===== config.mk =====
export PLATFORM = sky130hd
export DESIGN_NAME = fifo_sync_prog_flat
export DESIGN_NICKNAME = d
export VERILOG_FILES = /design/src/rtl/fifo_sync_prog_if.sv /design/src/rtl/fifo_sync_prog.sv /design/src/flat_wrapper.sv
export SDC_FILE = /design/constraint.sdc
export NUM_CORES = 1
export LEC_CHECK = 0
export CAP_MARGIN = 25
export CORE_ASPECT_RATIO = 0.6
export CORE_MARGIN = 4
export CORE_UTILIZATION = 60
export CTS_BUF_LIST = sky130_fd_sc_hd__clkbuf_4 sky130_fd_sc_hd__clkbuf_8 sky130_fd_sc_hd__clkbuf_16
export DETAILED_ROUTE_END_ITERATION = 8
export DONT_BUFFER_PORTS = 1
export PLACE_DENSITY = 0.76
export RECOVER_POWER = 50
export SETUP_SLACK_MARGIN = 0.05
export SYNTH_ARGS = -nofsm -noshare
export SYNTH_HDL_FRONTEND = slang
export SYNTH_SLANG_ARGS = --single-unit
export TNS_END_PERCENT = 1

===== constraint.sdc =====
create_clock -name clk -period 2.59 [get_ports clk]
set_input_delay 0.6475 -clock clk [delete_from_list [all_inputs] [get_ports clk]]
set_output_delay 0.6475 -clock clk [all_outputs]
set_load 0.02 [all_outputs]

===== src/rtl/fifo_sync_prog_if.sv =====
// Handshake and status bundle for fifo_sync_prog.
// slave  : the FIFO side (takes requests, drives data/status)
// master : the producer/consumer side
interface fifo_sync_prog_if #(
  parameter int data_width    = 8,
  parameter int address_width = 4
);
  logic [data_width-1:0]  wr_data;
  logic                   w_inc;
  logic                   r_inc;
  logic [address_width:0] af_thresh;
  logic [address_width:0] ae_thresh;
  logic                   clr_err;
  logic [data_width-1:0]  rd_data;
  logic                   rd_valid;
  logic                   full;
  logic                   empty;
  logic                   almost_full;
  logic                   almost_empty;
  logic [address_width:0] fill_level;
  logic                   overflow;
  logic                   underflow;

  modport slave (
    input  wr_data, w_inc, r_inc, af_thresh, ae_thresh, clr_err,
    output rd_data, rd_valid, full, empty, almost_full, almost_empty,
           fill_level, overflow, underflow
  );

  modport master (
    output wr_data, w_inc, r_inc, af_thresh, ae_thresh, clr_err,
    input  rd_data, rd_valid, full, empty, almost_full, almost_empty,
           fill_level, overflow, underflow
  );
endinterface


===== src/rtl/fifo_sync_prog.sv =====
// Single-clock FIFO with programmable almost-full/almost-empty thresholds,
// exact fill level and sticky overflow/underflow flags.
// Optional build macro FIFO_SYNC_FWFT_EN selects first-word-fall-through read
// behaviour; when undefined, reads have one cycle of latency.
// All status flags are registered from the next fill level, so they change
// on the same edge as fill_level.
module fifo_sync_prog #(
  parameter int data_width    = 8,
  parameter int address_width = 4
) (
  input logic             clk,
  input logic             rst,
  fifo_sync_prog_if.slave bus
);
  localparam int DEPTH = 2 ** address_width;
  localparam logic [address_width:0] C_DEPTH = (address_width + 1)'(DEPTH);
  localparam logic [address_width:0] C_ONE   = (address_width + 1)'(1);
  localparam logic [address_width:0] C_ZERO  = '0;

  logic [data_width-1:0]  r_mem [DEPTH];
  logic [address_width:0] r_wr_ptr;
  logic [address_width:0] r_rd_ptr;
  logic [address_width:0] r_fill;
  logic                   r_full;
  logic                   r_empty;
  logic                   r_af;
  logic                   r_ae;
  logic                   r_ovf;
  logic                   r_unf;
  logic [data_width-1:0]  r_rd_data;
  logic                   r_rd_valid;

  logic                   w_rd_acc;
  logic                   w_wr_acc;
  logic [address_width:0] w_fill_nxt;
  logic [address_width:0] w_rd_ptr_nxt;
  logic [address_width:0] w_wr_ptr_nxt;

  // Acceptance: a read needs data; a write needs room, or a same-cycle read
  // that frees a slot.
  always_comb begin
    w_rd_acc     = bus.r_inc && !r_empty;
    w_wr_acc     = bus.w_inc && (!r_full || w_rd_acc);
    w_rd_ptr_nxt = w_rd_acc ? r_rd_ptr + C_ONE : r_rd_ptr;
    w_wr_ptr_nxt = w_wr_acc ? r_wr_ptr + C_ONE : r_wr_ptr;
    w_fill_nxt   = r_fill;
    if (w_wr_acc && !w_rd_acc) begin
      w_fill_nxt = r_fill + C_ONE;
    end else if (w_rd_acc && !w_wr_acc) begin
      w_fill_nxt = r_fill - C_ONE;
    end
  end

  // Storage array; not reset, contents only meaningful between pointers.
  always_ff @(posedge clk) begin
    if (w_wr_acc) begin
      r_mem[r_wr_ptr[address_width-1:0]] <= bus.wr_data;
    end
  end

  // Pointers, fill level, registered status flags and sticky errors.
  always_ff @(posedge clk or negedge rst) begin
    if (!rst) begin
      r_wr_ptr <= '0;
      r_rd_ptr <= '0;
      r_fill   <= '0;
      r_full   <= 1'b0;
      r_empty  <= 1'b1;
      r_af     <= 1'b0;
      r_ae     <= 1'b1;
      r_ovf    <= 1'b0;
      r_unf    <= 1'b0;
    end else begin
      r_wr_ptr <= w_wr_ptr_nxt;
      r_rd_ptr <= w_rd_ptr_nxt;
      r_fill   <= w_fill_nxt;
      r_full   <= (w_fill_nxt == C_DEPTH);
      r_empty  <= (w_fill_nxt == C_ZERO);
      r_af     <= (w_fill_nxt >= bus.af_thresh);
      r_ae     <= (w_fill_nxt <= bus.ae_thresh);
      // A fresh error in the clearing cycle keeps the flag set.
      r_ovf    <= (bus.w_inc && !w_wr_acc) || (r_ovf && !bus.clr_err);
      r_unf    <= (bus.r_inc && r_empty)   || (r_unf && !bus.clr_err);
    end
  end

`ifdef FIFO_SYNC_FWFT_EN
  // Head register: presents the next head word; a word becoming head in the
  // same cycle it is written is taken straight from wr_data.
  always_ff @(posedge clk or negedge rst) begin
    if (!rst) begin
      r_rd_data  <= '0;
      r_rd_valid <= 1'b0;
    end else begin
      r_rd_valid <= (w_fill_nxt != C_ZERO);
      if (w_fill_nxt != C_ZERO) begin
        if (w_wr_acc && (w_rd_ptr_nxt == r_wr_ptr)) begin
          r_rd_data <= bus.wr_data;
        end else begin
          r_rd_data <= r_mem[w_rd_ptr_nxt[address_width-1:0]];
        end
      end
    end
  end
`else
  // Standard read port: popped word appears one edge after acceptance.
  always_ff @(posedge clk or negedge rst) begin
    if (!rst) begin
      r_rd_data  <= '0;
      r_rd_valid <= 1'b0;
    end else begin
      r_rd_valid <= w_rd_acc;
      if (w_rd_acc) begin
        r_rd_data <= r_mem[r_rd_ptr[address_width-1:0]];
      end
    end
  end
`endif

  assign bus.rd_data      = r_rd_data;
  assign bus.rd_valid     = r_rd_valid;
  assign bus.full         = r_full;
  assign bus.empty        = r_empty;
  assign bus.almost_full  = r_af;
  assign bus.almost_empty = r_ae;
  assign bus.fill_level   = r_fill;
  assign bus.overflow     = r_ovf;
  assign bus.underflow    = r_unf;

endmodule


===== src/flat_wrapper.sv =====
// flat-port wrapper written by rule: the top's interface ports become plain ports
module fifo_sync_prog_flat 
#(
  parameter int data_width    = 8,
  parameter int address_width = 4
)
  (clk, rst, bus_wr_data, bus_w_inc, bus_r_inc, bus_af_thresh, bus_ae_thresh, bus_clr_err, bus_rd_data, bus_rd_valid, bus_full, bus_empty, bus_almost_full, bus_almost_empty, bus_fill_level, bus_overflow, bus_underflow);
  fifo_sync_prog_if #(.data_width(data_width), .address_width(address_width)) bus_i ();
  input logic clk;
  input logic rst;
  input wire logic [$bits(bus_i.wr_data)-1:0] bus_wr_data;
  input wire logic [$bits(bus_i.w_inc)-1:0] bus_w_inc;
  input wire logic [$bits(bus_i.r_inc)-1:0] bus_r_inc;
  input wire logic [$bits(bus_i.af_thresh)-1:0] bus_af_thresh;
  input wire logic [$bits(bus_i.ae_thresh)-1:0] bus_ae_thresh;
  input wire logic [$bits(bus_i.clr_err)-1:0] bus_clr_err;
  output wire logic [$bits(bus_i.rd_data)-1:0] bus_rd_data;
  output wire logic [$bits(bus_i.rd_valid)-1:0] bus_rd_valid;
  output wire logic [$bits(bus_i.full)-1:0] bus_full;
  output wire logic [$bits(bus_i.empty)-1:0] bus_empty;
  output wire logic [$bits(bus_i.almost_full)-1:0] bus_almost_full;
  output wire logic [$bits(bus_i.almost_empty)-1:0] bus_almost_empty;
  output wire logic [$bits(bus_i.fill_level)-1:0] bus_fill_level;
  output wire logic [$bits(bus_i.overflow)-1:0] bus_overflow;
  output wire logic [$bits(bus_i.underflow)-1:0] bus_underflow;
  assign bus_i.wr_data = bus_wr_data;
  assign bus_i.w_inc = bus_w_inc;
  assign bus_i.r_inc = bus_r_inc;
  assign bus_i.af_thresh = bus_af_thresh;
  assign bus_i.ae_thresh = bus_ae_thresh;
  assign bus_i.clr_err = bus_clr_err;
  assign bus_rd_data = bus_i.rd_data;
  assign bus_rd_valid = bus_i.rd_valid;
  assign bus_full = bus_i.full;
  assign bus_empty = bus_i.empty;
  assign bus_almost_full = bus_i.almost_full;
  assign bus_almost_empty = bus_i.almost_empty;
  assign bus_fill_level = bus_i.fill_level;
  assign bus_overflow = bus_i.overflow;
  assign bus_underflow = bus_i.underflow;
  fifo_sync_prog #(.data_width(data_width), .address_width(address_width)) u_core (.clk(clk), .rst(rst), .bus(bus_i));
endmodule

==> results of run 1 <==
-- cell families (layout without fill, tap and decap cells) --
kind of cell / count (synthesis) / count (layout) / synth area share
compound gates: 41 / 41 / 0.0459
xor+xnor: 10 / 10 / 0.0133
fa+ha+maj: 17 / 17 / 0.0320
buf+inv: 38 / 66 / 0.0287
flops: 156 / 156 / 0.692
mux: 53 / 53 / 0.125
simple gates: 74 / 74 / 0.0630
-- state kept, by name, summed over array words and instances (netlist names), 4 cells and up --
signal                 flops
u_core.bus.fill_level      5
u_core.r_mem             128
u_core.r_rd_ptr            4
u_core.bus.rd_data         8
u_core.r_wr_ptr            4
-- worst max-delay path, delay by kind of cell (launching register included) --
family | cells | cell delay [ps]
simple gates | 2 | 330
buf+inv | 1 | 100
fa+ha+maj | 1 | 270
flops | 1 | 630
compound gates | 7 | 1100
-- area by class of cell --
type                            count  area, um^2  share of cell area
Tap cell                          139         174              0.0239
Clock inverter                     11        55.1             0.00755
Inverter                           18        67.6             0.00927
Sequential cell                   156        4550               0.624
Clock buffer                       20         448              0.0614
Multi-Input combinational cell    195        1870               0.256
Timing Repair Buffer               17         134              0.0184
-- report_power, final --
group          total (mW)  switching [mW]  internal, mW
sequential           3.55           0.416          3.14
combinational        2.46            1.33          1.13
clock                2.13           0.903          1.22
-- metrics by stage --
step | area, um^2 | total power, mW | utilization | setup slack (ps)
floorplan | 6570 | 5.38 | - | 158
global placement | 6760 | 5.91 | 0.636 | 61.0
detailed placement | 6760 | 5.99 | 0.636 | 6.44
CTS | 7280 | 8.13 | 0.685 | 77.1
global route | 7290 | 8.59 | 0.686 | -69.0
finish | 7290 | 8.14 | 0.686 | 83.9
-- layout by cell type (no fill, tap or decap), types with 3 or more instances in the layout --
cell type	instances
a22oi_1	8
mux2i_1	26
and4_1	4
clkinv_1	4
nand4_1	5
dfrtp_1	26
o211ai_1	3
clkbuf_16	17
nand2_1	17
mux2_2	7
buf_4	12
clkbuf_4	3
mux4_1	9
ha_1	16
mux4_2	11
edfxtp_1	128
nor2_1	6
inv_1	18
and3_1	7
and2_1	4
o221a_1	5
xnor2_1	8
nor2b_1	8
o21a_1	3
nand3_1	13
a21oi_1	3
o21ai_0	6
clkinv_2	5
-- path summary, 6_finish.rpt --
| kind | start | cells past startpoint | end | slack (ps) |
|---|---|---|---|---|
| worst max-delay path | u_core.bus.empty | 11 | u_core.bus.almost_empty | 80 |
| worst min-delay path | rst | 0 | u_core.bus.empty | 70 |
| worst max register to register | u_core.bus.empty | 11 | u_core.bus.almost_empty | 80 |
| worst min register to register | u_core.r_rd_ptr[1] | 2 | u_core.r_rd_ptr[1] | 600 |
| max in group asynchronous | rst | 1 | u_core.bus.rd_data[2] | 970 |
| min in group clk | bus_clr_err | 1 | u_core.bus.overflow | 320 |
-- layer usage --
| metal | share of wire | global-route usage | vias to the layer above |
|---|---|---|---|
| met4 | 0.0098 | 0.0561 | 0 |
| met2 | 0.45 | 0.302 | 135 |
| met3 | 0.070 | 0.0679 | 10 |
| met1 | 0.47 | 0.322 | 1750 |
| li1 | - | - | 1555 |
| met5 | 0 | 0 | - |
-- repair_timing --
item / CTS / global route
hold endpoints to repair: 26 / 0
endpoints found under the setup margin: 1 / 2
hold buffers: 1 / 0
resized for setup: 1 / 9
pin swaps: 0 / 1
buffers inserted: 0 / 0
==> flow_summary_export.csv, run 1 <==
group,metric,value,unit
critical_path,crit_path_end_kind,"flop",
finish,syn_to_final_growth,10.9,%
routing,drt-total-wl,12700,um
floorplanning,ios,43,
job,drv_cap,1,
global_route,grt_start_max_net_pins,37,
outcome,violations,"max-capacitance violations, max-slew violations",
yosys,yosysWarnings,0,
critical_path,critPathKind,"flop to flop",
sta,fin_crit,2510,ps
global_route,antenna_found_initial,0,
finish,diodes,0,
sta,slew_violations,27,
placed_design,place.gp.congestion,0.786,
critical_path,path_cells,"nand2b_4, inv_1, o21ai_1, o211ai_1, o21ai_2, ha_1, nor2b_1, o21a_1, o21a_1, o21a_1, o22ai_1",
pwr,leakage,2.64,nW
yosys,synthTopCellsByCount,"edfxtp_1 (128), dfrtp_1 (26), mux2i_1 (26)",
min_path,hp-class,"input pin to asynchronous set/reset pin",
routing,routed_via_density,6.21,
floorplanning,die_h,89.1,um
cts,htree_levels,4,
placed_design,hpwl,8210,um
routing,final_antenna_net_count,0,
critical_path,cp_max_fo,5,
finish,fillerInstances,681,
cts,insertion_delay,410,ps
sta,final.setup.tns,0,ps
pwr,power.density,1120,nW/um^2
floorplanning,die_area,12700,um^2
routing,vias,3450,
outcome,status,"complete, but fails checks",
sta,finalSetupViolations,0,
yosys,synth_edf_count,128,
cts,cts.clk_slew.worst_paths,60,ps
pwr,ir_drop,0.000884,V
global_route,grt_util_all_layers,0.212,
routing,remaining_drc_errors,0,
finish,layout.cells.non_filler,556,
yosys,synthMostInstantiatedCell,"edfxtp_1",
finish,drive_gt1_frac,0.165,
critical_path,startpoint_type,"flop",
floorplanning,start_util,0.618,
finish,nets,444,
yosys,postSynthAreaPerCell,16.9,um^2
yosys,syn_nets,428,
critical_path,cp_slowest_cell,"dfstp_2",
yosys,synth-seq-area-share,0.692,
sta,hold_violations,0,
sta,finalCritPeriodShare,0.968,
yosys,synth_top_cell_by_area,"edfxtp_1",
yosys,synth_cell_types,47,
floorplanning,fp.coreArea,10600,um^2
global_route,grt_pass1_wl,19200,um
yosys,synth_area,6570,um^2
yosys,ys_ff_latch,156,
floorplanning,fp.dieW,143,um
critical_path,max_stage_delay,630,ps
sta,max_freq,0.399,GHz
routing,drtPass1Iterations,4,
global_route,grt_pass1_vias,3364,
yosys,synth_ff_type,"edfxtp_1",
cts,numCtsBuffers,17,
sta,tightest_slew,1650,ps
cts,root_buffer,"clkbuf_16",
critical_path,cp_common_cell,"o21a_1",
yosys,ys_top_cells_by_area,"edfxtp_1 (58%), dfrtp_1 (9.9%), mux2i_1 (4.0%), mux4_2 (3.8%), mux4_1 (3.6%)",
yosys,synth_top_area_share,0.585,
placed_design,io_buffers,0,
routing,wl_per_cell,22.9,um
global_route,grt_remaining_overflow,0,
routing,drt-initial-drc-count,320,
floorplanning,rows,29,
yosys,async_flop_share,0.179,
cts,cts.sinks,156,
placed_design,dpl.cell_count,524,
sta,holdWs,72.1,ps
sta,fin_skew,9.21,ps
cts,clock_path_buffers,2,
critical_path,cp.arrival,2840,ps
sta,slew-limit-headroom,-0.0969,
cts,cts_tree,"built",
critical_path,worst_ep_required_time,2930,ps
yosys,syn_inst,389,
Note: power is estimated with default switching activity, not from simulation.
==> run 2, diff against run 1 <==
--- a/config.mk
+++ b/config.mk
@@ -12,8 +12,10 @@
 export CTS_BUF_LIST = sky130_fd_sc_hd__clkbuf_4 sky130_fd_sc_hd__clkbuf_8 sky130_fd_sc_hd__clkbuf_16
 export DETAILED_ROUTE_END_ITERATION = 8
 export DONT_BUFFER_PORTS = 1
-export PLACE_DENSITY = 0.76
+export HOLD_SLACK_MARGIN = 0.05
+export PLACE_DENSITY_LB_ADDON = 0.05
 export RECOVER_POWER = 50
+export REMOVE_ABC_BUFFERS = 1
 export SETUP_SLACK_MARGIN = 0.05
 export SYNTH_ARGS = -nofsm -noshare
 export SYNTH_HDL_FRONTEND = slang
==> run 2 against run 1 <==
  * The flow still finishes with violations (max-capacitance violations, max-slew violations)
  * Design area rose by 1.0%
  * Setup slack improved by 130 ps
  * Via count fell by 0.12%
  * Combinational power barely moved
  * Sequential power barely moved
  * Utilization rose by 0.71 points
  * Cell count rose by 2.0%
  * Sequential share of layout area fell by 0.64 points
  * Critical path type unchanged
  * Largest cell class unchanged
  * Highest routed layer unchanged
==> flow_summary_export.csv, run 2 (synthesis gave the netlist of run 1 again) <==
group,metric,value,unit
outcome,status,"complete, but fails checks",
outcome,violations,"max-capacitance violations, max-slew violations",
sta,finalCritPeriodShare,0.918,
sta,max_freq,0.421,GHz
global_route,grt_start_max_net_pins,35,
sta,rsz0062_at_grt,"true",
critical_path,cp.arrival,2720,ps
cts,root_buffer,"clkbuf_16",
placed_design,place.gp.congestion,0.767,
pwr,power.switching,2.67,mW
sta,finalSetupViolations,0,
critical_path,startpoint_type,"flop",
job,drv_cap,1,
cts,insertion_delay,410,ps
pwr,ir_drop,0.000866,V
critical_path,worst_ep_required_time,2930,ps
finish,syn_to_final_growth,12.1,%
global_route,antenna_found_initial,0,
sta,tightest_slew,1590,ps
finish,multiInputGateArea,1850,um^2
min_path,hp-class,"input pin to asynchronous set/reset pin",
placed_design,place_ws,91.9,ps
sta,fin_skew,8.49,ps
finish,final_area,7370,um^2
floorplanning,fp.coreArea,10600,um^2
cts,cts.clk_slew.worst_paths,60,ps
cts,htree_levels,4,
global_route,grt_remaining_overflow,0,
sta,fin_crit,2380,ps
finish,drive_gt1_frac,0.185,
cts,cts_tree,"built",
floorplanning,start_util,0.618,
placed_design,post_dp_cell_area,6830,um^2
sta,setup_ws,212,ps
sta,slew-limit-headroom,-0.0617,
floorplanning,die_area,12700,um^2
sta,final.setup.tns,0,ps
routing,drt-initial-drc-count,293,
floorplanning,rows,29,
finish,fillerInstances,700,
finish,diodes,0,
floorplanning,die_h,89.1,um
critical_path,crit_path_end_kind,"flop",
finish,layout.cells.non_filler,567,
global_route,grt_pass1_vias,3448,
pwr,p_comb_frac,0.302,
finish,final_util,0.693,
placed_design,io_buffers,0,
cts,cts.sinks,156,
routing,drtPass1Iterations,5,
pwr,power.density,1120,nW/um^2
pwr,clkPwrFrac,0.268,
cts,post_cts_buffers,0,
placed_design,dpl.cell_count,533,
pwr,sequentialPowerShare,0.430,
critical_path,critPathKind,"flop to flop",
finish,final_common_cell,"edfxtp_1",
pwr,switching_share,0.325,
routing,vias,3446,
sta,hold_violations,0,
pwr,p_int,5.57,mW
floorplanning,ios,43,
pwr,leakage,2.70,nW
routing,wl_per_cell,23.0,um
routing,remaining_drc_errors,0,
finish,most-common-layout-cells,"edfxtp_1 (128), mux2i_1 (26), dfrtp_1 (26)",
global_route,grt_pass1_wl,20000,um
cts,numCtsBuffers,17,
placed_design,hpwl,8540,um
finish,largest_reg_flops,128,
cts,clock_path_buffers,2,
global_route,grt_util_all_layers,0.221,
sta,slew_violations,27,
finish,nets,454,
critical_path,cp_max_fo,5,
routing,final_antenna_net_count,0,
floorplanning,fp.dieW,143,um
routing,drt-total-wl,13000,um
finish,seqCellArea,4550,um^2
routing,routed_via_density,6.08,
-- run 2: timing repair --
action	4_1_cts	5_1_grt
gates resized for setup	0	2
hold buffers	2	0
endpoints found under the hold margin	26	0
endpoints found under the setup margin	0	2
-- run 2: through the flow --
stage                     hold slack [ps]  power [mW]
after floorplan                       352        5.25
after global placement                353        6.01
after detailed placement              353        6.07
after CTS                            60.6        8.29
after global routing                 56.4        8.65
final                                73.5        8.24
-- run 2: final cells by class --
type | instances | share of cell area
clock inverter | 11 | 0.00951
inverter | 18 | 0.00917
clock buffer | 21 | 0.0618
tap | 139 | 0.0236
multi-input combinational | 195 | 0.251
timing repair buffer | 27 | 0.0280
sequential | 156 | 0.617
-- run 2: power by group through the flow --
stage / registers (mW) / clock network, mW / logic, mW
finish: 3.54 / 2.21 / 2.49
floorplan: 3.76 / 0 / 1.49
global placement: 3.58 / 0 / 2.43
global route: 3.59 / 2.34 / 2.72
CTS: 3.55 / 2.23 / 2.51
detailed placement: 3.60 / 0 / 2.47
-- run 2: per-layer routing --
metal  wire, um  share of wire  track usage
met5          0              0            0
met4        171          0.013       0.0716
met3        653          0.050       0.0615
met2       5640           0.43        0.310
met1       6560           0.50        0.340
-- run 2: critical path: stages (launching register included) --
cell and delay, ps:
dfstp_2 540, nand2b_2 160, inv_1 90, o21ai_0 160, o211ai_1 110, o21ai_0 100, buf_4 170, ha_1 230
nor2b_1 140, o21a_1 160, o21a_1 160, o21a_1 160, o22ai_1 130
-- run 2: path summary, 6_finish.rpt --
check / startpoint / to / slack, ps / cells after the start
setup / recovery: u_core.bus.empty / u_core.bus.almost_empty / 210 / 12
hold / removal: rst / u_core.bus.almost_empty / 70 / 0
setup reg to reg: u_core.bus.empty / u_core.bus.almost_empty / 210 / 12
hold reg to reg: u_core.r_wr_ptr[0] / u_core.r_wr_ptr[3] / 600 / 2
max in group asynchronous: rst / u_core.bus.rd_data[0] / 480 / 2
min in group clk: bus_clr_err / u_core.bus.overflow / 330 / 1
==> run 3, diff against run 2 <==
--- a/config.mk
+++ b/config.mk
@@ -8,10 +8,9 @@
 export CAP_MARGIN = 25
 export CORE_ASPECT_RATIO = 0.6
 export CORE_MARGIN = 4
-export CORE_UTILIZATION = 60
+export CORE_UTILIZATION = 59
 export CTS_BUF_LIST = sky130_fd_sc_hd__clkbuf_4 sky130_fd_sc_hd__clkbuf_8 sky130_fd_sc_hd__clkbuf_16
 export DETAILED_ROUTE_END_ITERATION = 8
-export DONT_BUFFER_PORTS = 1
 export HOLD_SLACK_MARGIN = 0.05
 export PLACE_DENSITY_LB_ADDON = 0.05
 export RECOVER_POWER = 50
==> run 3 against run 2 <==
  * The flow still finishes with violations (max-capacitance violations, max-slew violations)
  * Register-to-register slack got worse by 130 ps
  * Critical path depth fell by 1
  * Global-route usage is 1.5 points higher
  * Sequential cell count unchanged
  * Utilization increased by 6.4 points
  * Cell count is 12% higher
  * Fmax shrank 5.3%
  * Sequential share of layout area is 5.6 points lower
  * Design area is 10% higher
  * Critical endpoint unchanged
==> flow_summary_export.csv, run 3 (synthesis gave the netlist of run 1 again) <==
group,metric,value,unit
sta,fin_crit,2510,ps
floorplanning,start_util,0.614,
outcome,status,"complete, but fails checks",
pwr,switching_share,0.320,
job,drv_cap,1,
placed_design,io_buffers,42,
placed_design,place_ws,-597,ps
floorplanning,die_h,89.8,um
finish,multiInputGateArea,1860,um^2
global_route,antenna_found_initial,0,
floorplanning,fp.dieW,144,um
routing,routed_via_density,5.92,
finish,layout.cells.non_filler,633,
routing,drtPass1Iterations,5,
finish,drive_gt1_frac,0.209,
global_route,grt_remaining_overflow,0,
finish,final_area,8110,um^2
sta,hold_violations,0,
cts,cts.sinks,156,
cts,cts.clk_slew.worst_paths,60,ps
pwr,sequentialPowerShare,0.379,
pwr,leakage,3.03,nW
placed_design,post_dp_cell_area,7490,um^2
critical_path,cp_max_fo,6,
floorplanning,rows,29,
routing,vias,3749,
sta,slew_violations,29,
pwr,p_total,9.10,mW
finish,final_common_cell,"edfxtp_1",
finish,diodes,0,
routing,remaining_drc_errors,0,
outcome,violations,"max-capacitance violations, max-slew violations",
sta,holdWs,522,ps
critical_path,worst_ep_required_time,2930,ps
global_route,grt_util_all_layers,0.236,
global_route,grt_pass1_wl,22300,um
pwr,power.density,1120,nW/um^2
critical_path,cp.arrival,2860,ps
cts,cts_tree,"built",
finish,seqCellArea,4550,um^2
cts,numCtsBuffers,17,
pwr,ir_drop,0.000570,V
floorplanning,fp.coreArea,10700,um^2
finish,most-common-layout-cells,"edfxtp_1 (128), buf_4 (43), clkdlybuf4s50_1 (30)",
sta,finalSetupViolations,0,
critical_path,critPathKind,"flop to flop",
floorplanning,ios,43,
min_path,hp-class,"flop to flop",
placed_design,hpwl,9510,um
pwr,p_int,6.19,mW
critical_path,startpoint_type,"flop",
finish,largest_reg_flops,128,
sta,tightest_slew,1790,ps
sta,finalCritPeriodShare,0.970,
floorplanning,die_area,12900,um^2
critical_path,crit_path_end_kind,"flop",
cts,root_buffer,"clkbuf_16",
finish,syn_to_final_growth,23.3,%
pwr,power.switching,2.92,mW
sta,setup_ws,78.1,ps
placed_design,place.gp.congestion,0.774,
finish,fillerInstances,636,
cts,htree_levels,4,
routing,drt-initial-drc-count,517,
placed_design,dpl.cell_count,601,
sta,rsz0062_at_grt,"true",
sta,max_freq,0.398,GHz
pwr,clkPwrFrac,0.276,
finish,final_util,0.757,
finish,nets,520,
sta,final.setup.tns,0,ps
global_route,grt_start_max_net_pins,36,
routing,drt-total-wl,14300,um
routing,wl_per_cell,22.6,um
routing,final_antenna_net_count,0,
cts,insertion_delay,410,ps
pwr,p_comb_frac,0.345,
sta,slew-limit-headroom,-0.196,
global_route,grt_pass1_vias,3849,
cts,clock_path_buffers,2,
sta,fin_skew,8.93,ps
[run 3: cell types whose count changed in the layout (fill, tap and decap cells not counted), sizes merged]
cell / previous run / this run
dlymetal6s2s: 0 / 1
clkinvlp: 0 / 6
dlygate4sd3: 1 / 10
clkdlybuf4s50: 0 / 30
bufinv: 0 / 3
clkbuf: 24 / 21
buf: 23 / 48
dlygate4sd2: 0 / 1
clkinv: 8 / 2
[run 3: final timing paths]
| kind | startpoint | end | depth (start not counted) | slack (ps) |
|---|---|---|---|---|
| setup / recovery | u_core.bus.fill_level[1] | u_core.bus.almost_empty | 11 | 80 |
| hold / removal | u_core.bus.rd_data[0] | u_core.bus.rd_data[0] | 2 | 520 |
| setup reg to reg | u_core.bus.fill_level[1] | u_core.bus.almost_empty | 11 | 80 |
| hold reg to reg | u_core.bus.rd_data[0] | u_core.bus.rd_data[0] | 2 | 520 |
| max in group asynchronous | rst | u_core.r_rd_ptr[3] | 2 | 300 |
| min in group asynchronous | rst | u_core.r_rd_ptr[2] | 2 | 1240 |
[run 3: repair_timing]
item,CTS,global route
cloned,0,0
endpoints found under the setup margin,2,2
gates resized for setup,6,1
pin swaps,1,1
hold buffers,0,0
setup buffers,0,0
[run 3: per-layer routing]
layer / routed length, um / vias up / share of wire / GRT usage
li1: - / 1709 / - / -
met1: 7120 / 1906 / 0.50 / 0.380
met2: 6260 / 118 / 0.44 / 0.326
met3: 794 / 16 / 0.055 / 0.0562
met4: 148 / 0 / 0.010 / 0.0629
met5: 0 / - / 0 / 0
[run 3: area by class of cell]
class / instances / share of cell area
repair buffers: 93 / 0.106
clock buffers: 18 / 0.0534
flip-flops and latches: 156 / 0.561
well taps: 139 / 0.0215
clock inverters: 14 / 0.0208
multi-input cells: 195 / 0.229
inverters: 18 / 0.00834
[run 3: worst max-delay path, cell delays in order (launching register included)]
cell and delay, ps:
dfrtp_1 470, inv_1 110, ha_1 190, nor4bb_2 170, a31oi_1 230, xor2_1 290, inv_1 120, ha_1 320
o21a_1 110, o21a_1 160, o21a_1 160, o22ai_1 120
[run 3: power groups by stage]
stage	clock network [mW]	logic [mW]	registers (mW)
6_report	2.51	3.14	3.45
5_1_grt	2.68	3.41	3.50
4_1_cts	2.54	3.15	3.46
3_5_place_dp	0	3.07	3.50
3_3_place_gp	0	3.01	3.48
2_1_floorplan	0	1.49	3.76
